$ cat src/rtl/seq_divider.sv
// seq_divider
// Sequential unsigned divider using the restoring shift-subtract method.
// It uses a start/valid handshake: a start pulse captures the operands, and
// WIDTH edges later a one-cycle valid strobe presents the quotient and
// remainder. Divide-by-zero is reported at the accepting edge, with no
// iteration.
//
// Ports:
//   clock        rising-edge clock
//   reset_n      asynchronous active-low reset
//   in1          dividend, sampled on an accepted start
//   in2          divisor, sampled on an accepted start
//   S            start request, level-sampled each edge (ignored while busy)
//   busy         high from the accepted start until the result edge
//   V            one-cycle result-valid strobe
//   quotient     registered quotient, held until the next result
//   remainder    registered remainder, held until the next result
//   div_by_zero  set with V when the divisor was zero, held with results
module seq_divider #(
  parameter int WIDTH = 32
) (
  input  logic             clock,
  input  logic             reset_n,
  input  logic [WIDTH-1:0] in1,
  input  logic [WIDTH-1:0] in2,
  input  logic             S,
  output logic             busy,
  output logic             V,
  output logic [WIDTH-1:0] quotient,
  output logic [WIDTH-1:0] remainder,
  output logic             div_by_zero
);

  localparam int CW = $clog2(WIDTH + 1);

  typedef enum logic {
    IDLE = 1'b0,
    RUN  = 1'b1
  } state_t;

  state_t           state, state_next;
  logic [WIDTH-1:0] dividend, dividend_next;
  logic [WIDTH-1:0] divisor, divisor_next;
  logic [WIDTH-1:0] work_q, work_q_next;
  logic [WIDTH:0]   partial, partial_next;
  logic [CW-1:0]    count, count_next;
  logic [WIDTH-1:0] quotient_next, remainder_next;
  logic             dbz_next, v_next;

  logic [WIDTH:0]   shifted;
  logic [WIDTH:0]   trial;
  logic             q_bit;
  logic [WIDTH:0]   new_partial;
  logic [WIDTH-1:0] new_q;

  // The partial remainder is always below the divisor, so it fits in WIDTH
  // bits. After the shift it can need WIDTH+1 bits. The trial subtraction
  // is done at WIDTH+1 bits, so its top bit is the sign: zero means the
  // divisor fits.
  assign shifted     = (partial << 1) | {{WIDTH{1'b0}}, dividend[WIDTH-1]};
  assign trial       = shifted - {1'b0, divisor};
  assign q_bit       = ~trial[WIDTH];
  assign new_partial = q_bit ? trial : shifted;
  assign new_q       = (work_q << 1) | {{(WIDTH-1){1'b0}}, q_bit};

  assign busy = (state == RUN);

  // State and datapath registers. Reset discards any operation in progress.
  always_ff @(posedge clock or negedge reset_n) begin
    if (!reset_n) begin
      state       <= IDLE;
      dividend    <= '0;
      divisor     <= '0;
      work_q      <= '0;
      partial     <= '0;
      count       <= '0;
      quotient    <= '0;
      remainder   <= '0;
      div_by_zero <= 1'b0;
      V           <= 1'b0;
    end else begin
      state       <= state_next;
      dividend    <= dividend_next;
      divisor     <= divisor_next;
      work_q      <= work_q_next;
      partial     <= partial_next;
      count       <= count_next;
      quotient    <= quotient_next;
      remainder   <= remainder_next;
      div_by_zero <= dbz_next;
      V           <= v_next;
    end
  end

  // Next-state and datapath logic. By default everything holds and V drops.
  // Output registers change only on a result edge.
  always_comb begin
    state_next     = state;
    dividend_next  = dividend;
    divisor_next   = divisor;
    work_q_next    = work_q;
    partial_next   = partial;
    count_next     = count;
    quotient_next  = quotient;
    remainder_next = remainder;
    dbz_next       = div_by_zero;
    v_next         = 1'b0;

    case (state)
      IDLE: begin
        if (S) begin
          if (in2 != '0) begin
            dividend_next = in1;
            divisor_next  = in2;
            work_q_next   = '0;
            partial_next  = '0;
            count_next    = CW'(WIDTH);
            state_next    = RUN;
          end else begin
            // A zero divisor is resolved immediately, with no iteration.
            quotient_next  = '1;
            remainder_next = in1;
            dbz_next       = 1'b1;
            v_next         = 1'b1;
          end
        end
      end

      RUN: begin
        dividend_next = dividend << 1;
        partial_next  = new_partial;
        work_q_next   = new_q;
        count_next    = count - CW'(1);
        if (count == CW'(1)) begin
          quotient_next  = new_q;
          remainder_next = new_partial[WIDTH-1:0];
          dbz_next       = 1'b0;
          v_next         = 1'b1;
          state_next     = IDLE;
        end
      end

      default: state_next = IDLE;
    endcase
  end

endmodule

$ cat config.mk
export PLATFORM = sky130hd
export DESIGN_NAME = seq_divider
export DESIGN_NICKNAME = d
export VERILOG_FILES = /design/src/rtl/seq_divider.sv
export SDC_FILE = /design/constraint.sdc
export NUM_CORES = 1
export LEC_CHECK = 0
export CAP_MARGIN = 15
export CORE_UTILIZATION = 40
export DETAILED_ROUTE_END_ITERATION = 7
export PLACE_DENSITY_LB_ADDON = 0.12
export SYNTH_ARGS = -nofsm -noshare
export SYNTH_HDL_FRONTEND = slang
export SYNTH_SLANG_ARGS = --single-unit
$ cat constraint.sdc
create_clock -name clock -period 4.2 [get_ports clock]
set_input_delay 0.84 -clock clock [delete_from_list [all_inputs] [get_ports clock]]
set_output_delay 0.84 -clock clock [all_outputs]
set_load 0.005 [all_outputs]
==> impl_metrics.json <==
{
  "fin_crit_sh": 0.862,
  "cts_hold_buf": 0,
  "seq_area_sq_um": 5010,
  "vias_per_cell": 5.45,
  "clk_pin_slew_ns": 0.08,
  "finalMaxSlewViolations": 0,
  "reg2reg_depth": 12,
  "place.gp.congestion": 0.891,
  "synth_edf_count": 0,
  "cts_num_sinks": 200,
  "nNetsFinal": 1364,
  "ys_ff_latch": 200,
  "critPathKind": "reg2reg",
  "yosys_warnings": 0,
  "finalWorstSetupSlack_ns": 0.579,
  "ir_drop_mv": 0.359,
  "rows": 59,
  "vias": 8774,
  "holdWs_ns": 0.488,
  "numCtsBuffers": 17,
  "io_buffers": 133,
  "start_kind": "flip-flop",
  "grt_start_max_net_pins": 96,
  "dp_slack_ns": 0.591,
  "async_flop_share": 1.00,
  "fin_area_sq_um": 12900,
  "fin_tns_setup_ns": 0,
  "n_antenna_cell": 0,
  "cts_tree": "done",
  "ctsHtreeMaxLevel": 4,
  "wl_per_cell_um": 18.7,
  "yosysSeqAreaShare": 0.468,
  "post_cts_resized": 0,
  "insertion_delay_ns": 0.44,
  "synth_nets": 1268,
  "synth_cell_types": 72,
  "r2r-end": "remainder[25]",
  "ctsLongestPathBuffers": 2,
  "area_growth_pct": 20.9,
  "drc": 18,
  "ys.flop_type": "dfrtp_1",
  "finalClockSkew_ns": 0.0126,
  "grt.total_usage": 0.226,
  "critPathArrivalTime_ns": 3.95,
  "grt_first_pass_wirelength_mm": 47.4,
  "hold_class": "in2async",
  "maxCapViolCount": 0,
  "placed_area_sq_um": 12300,
  "clock.fmax_mhz": 276,
  "setup_violations": 0,
  "die_w_um": 166,
  "rr_startpoint": "dividend[31]",
  "die_h_um": 166,
  "die_area_sq_um": 27400,
  "grt.overflow.total": 0,
  "status": "finished, violations left",
  "firstDrtPassIters": 7,
  "io_pins": 134,
  "core_sq_um": 26100,
  "syn_inst": 1166,
  "dp_hpwl_mm": 21.4,
  "drt_first_iter_violations": 573,
  "post_cts_buffers": 0,
  "cp-end-kind": "flip-flop",
  "violations": "design-rule violations",
  "hold_viol": 0,
  "multi_input_area_sq_um": 5170,
  "min_period_ns": 3.62,
  "rsz0062_at_grt": "false",
  "grt_pass1_vias": 8793,
  "drt_wl_total_mm": 30.0,
  "crit_fanout": 12,
  "avgSynthCellArea_sq_um": 9.18,
  "final_common_cell": "dfrtp_1",
  "pwr_density_cell_nw_per_um2": 953,
  "layout_common_cells": "dfrtp_1 (199), clkdlybuf4s50_1 (132), nor2_1 (126), nand2_1 (111), o21ai_0 (100)",
  "cp_data_required_time_ns": 4.53,
  "p_leak_nw": 5.96,
  "max-slew-margin-rel": 0.454,
  "rrSetupSlack_ns": 0.58,
  "cts_root_buf": "clkbuf_16",
  "start_util": 0.410,
  "fillCellCount": 2522,
  "drive_gt1_frac": 0.0651,
  "tightest_slew_ns": 0.798,
  "netlist_area_sq_um": 10700,
  "ant_nets": 0,
  "antenna_found_initial": 0
}
[cell families after synthesis]
logic type	Yosys count	synth area share
xor+xnor	24	0.0196
flops	200	0.468
buf+inv	128	0.0496
simple gates	400	0.173
mux	86	0.0814
compound gates	293	0.168
fa+ha+maj	35	0.0416
[worst max-delay path, cell delays in order (launching register included)]
cell,delay (ns)
dfrtp_1,0.35
inv_1,0.04
ha_1,0.22
fa_1,0.39
nand2b_1,0.19
a21oi_2,0.24
o2111ai_2,0.21
a2111o_1,0.48
nand3_2,0.17
and3_1,0.37
buf_4,0.29
mux2_2,0.37
a21o_1,0.18
[layer usage]
metal	share of wire	vias up	track usage	wire [um]
li1	-	4305	-	-
met1	0.45	4271	0.285	13400
met2	0.50	161	0.393	15000
met3	0.033	37	0.0345	979
met4	0.022	0	0.0723	652
met5	0	-	0	0
[layout make-up]
cell class                      count  share of cell area
Tap cell                          335              0.0324
Sequential cell                   200               0.387
Timing Repair Buffer              157               0.119
Inverter                           48              0.0139
Clock buffer                       17              0.0329
Clock inverter                     15              0.0149
Multi-Input combinational cell    838               0.400
[sequential cells by signal, summed over array words and instances (netlist names)]
signal       cells
V                1
busy             1
count            6
div_by_zero      1
dividend        32
divisor         32
partial         32
quotient        32
remainder       32
work_q          31
[Yosys cell counts (all sizes together), types with 3 or more instances]
master   count  area [sq um]
nand3       34           175
xor2        11          96.3
o21ai      126           631
and2         6          37.5
a22o         6          52.6
o22a         3          26.3
and3        23           144
a2111oi      3          26.3
xnor2       13           114
or2          6          37.5
nor3        45           230
o21a         5          37.5
nand2b       7          43.8
mux2i       81           811
a21o        24           180
ha          34           425
o21bai       6          45.0
a21oi       60           304
nand3b       4          30.0
dfrtp      200          5000
nor2       126           473
o31ai        6          45.0
a31oi       17           106
buf         19           120
nand2      111           417
a211oi       4          40.0
nand4       13          81.3
a21bo        3          30.0
clkbuf      61           230
nor4        12          81.3
or3          4          25.0
mux2         5          60.1
inv         48           180
o211ai       5          37.5
o211a        3          30.0
[report_power, final]
part / leakage [nW] / internal, mW / switching, mW
logic: 3.29 / 3.09 / 3.99
clock network: 0.301 / 0.822 / 0.895
registers: 2.36 / 2.84 / 0.685
[stage by stage]
stage | total power [mW] | std cells | util
after floorplan | 8.33 | 1166 | -
after global placement | 10.6 | 1578 | 0.472
after detailed placement | 10.6 | 1578 | 0.472
after CTS | 12.4 | 1610 | 0.495
after global routing | 13.3 | 1610 | 0.495
final | 12.3 | 1610 | 0.495
[worst max-delay path by stage]
stage | start | endpoint | slack, ns | cells after the start
CTS | dividend[31] | remainder[25] | 0.61 | 12
detailed placement | in2[26] | dividend[31] | 0.59 | 9
finish | dividend[31] | remainder[25] | 0.58 | 12
global placement | in2[26] | dividend[31] | 0.56 | 9
floorplan | dividend[31] | remainder[19] | 1.07 | 12
global route | dividend[31] | remainder[25] | 0.42 | 12
Power figures use the tool's default switching activity.
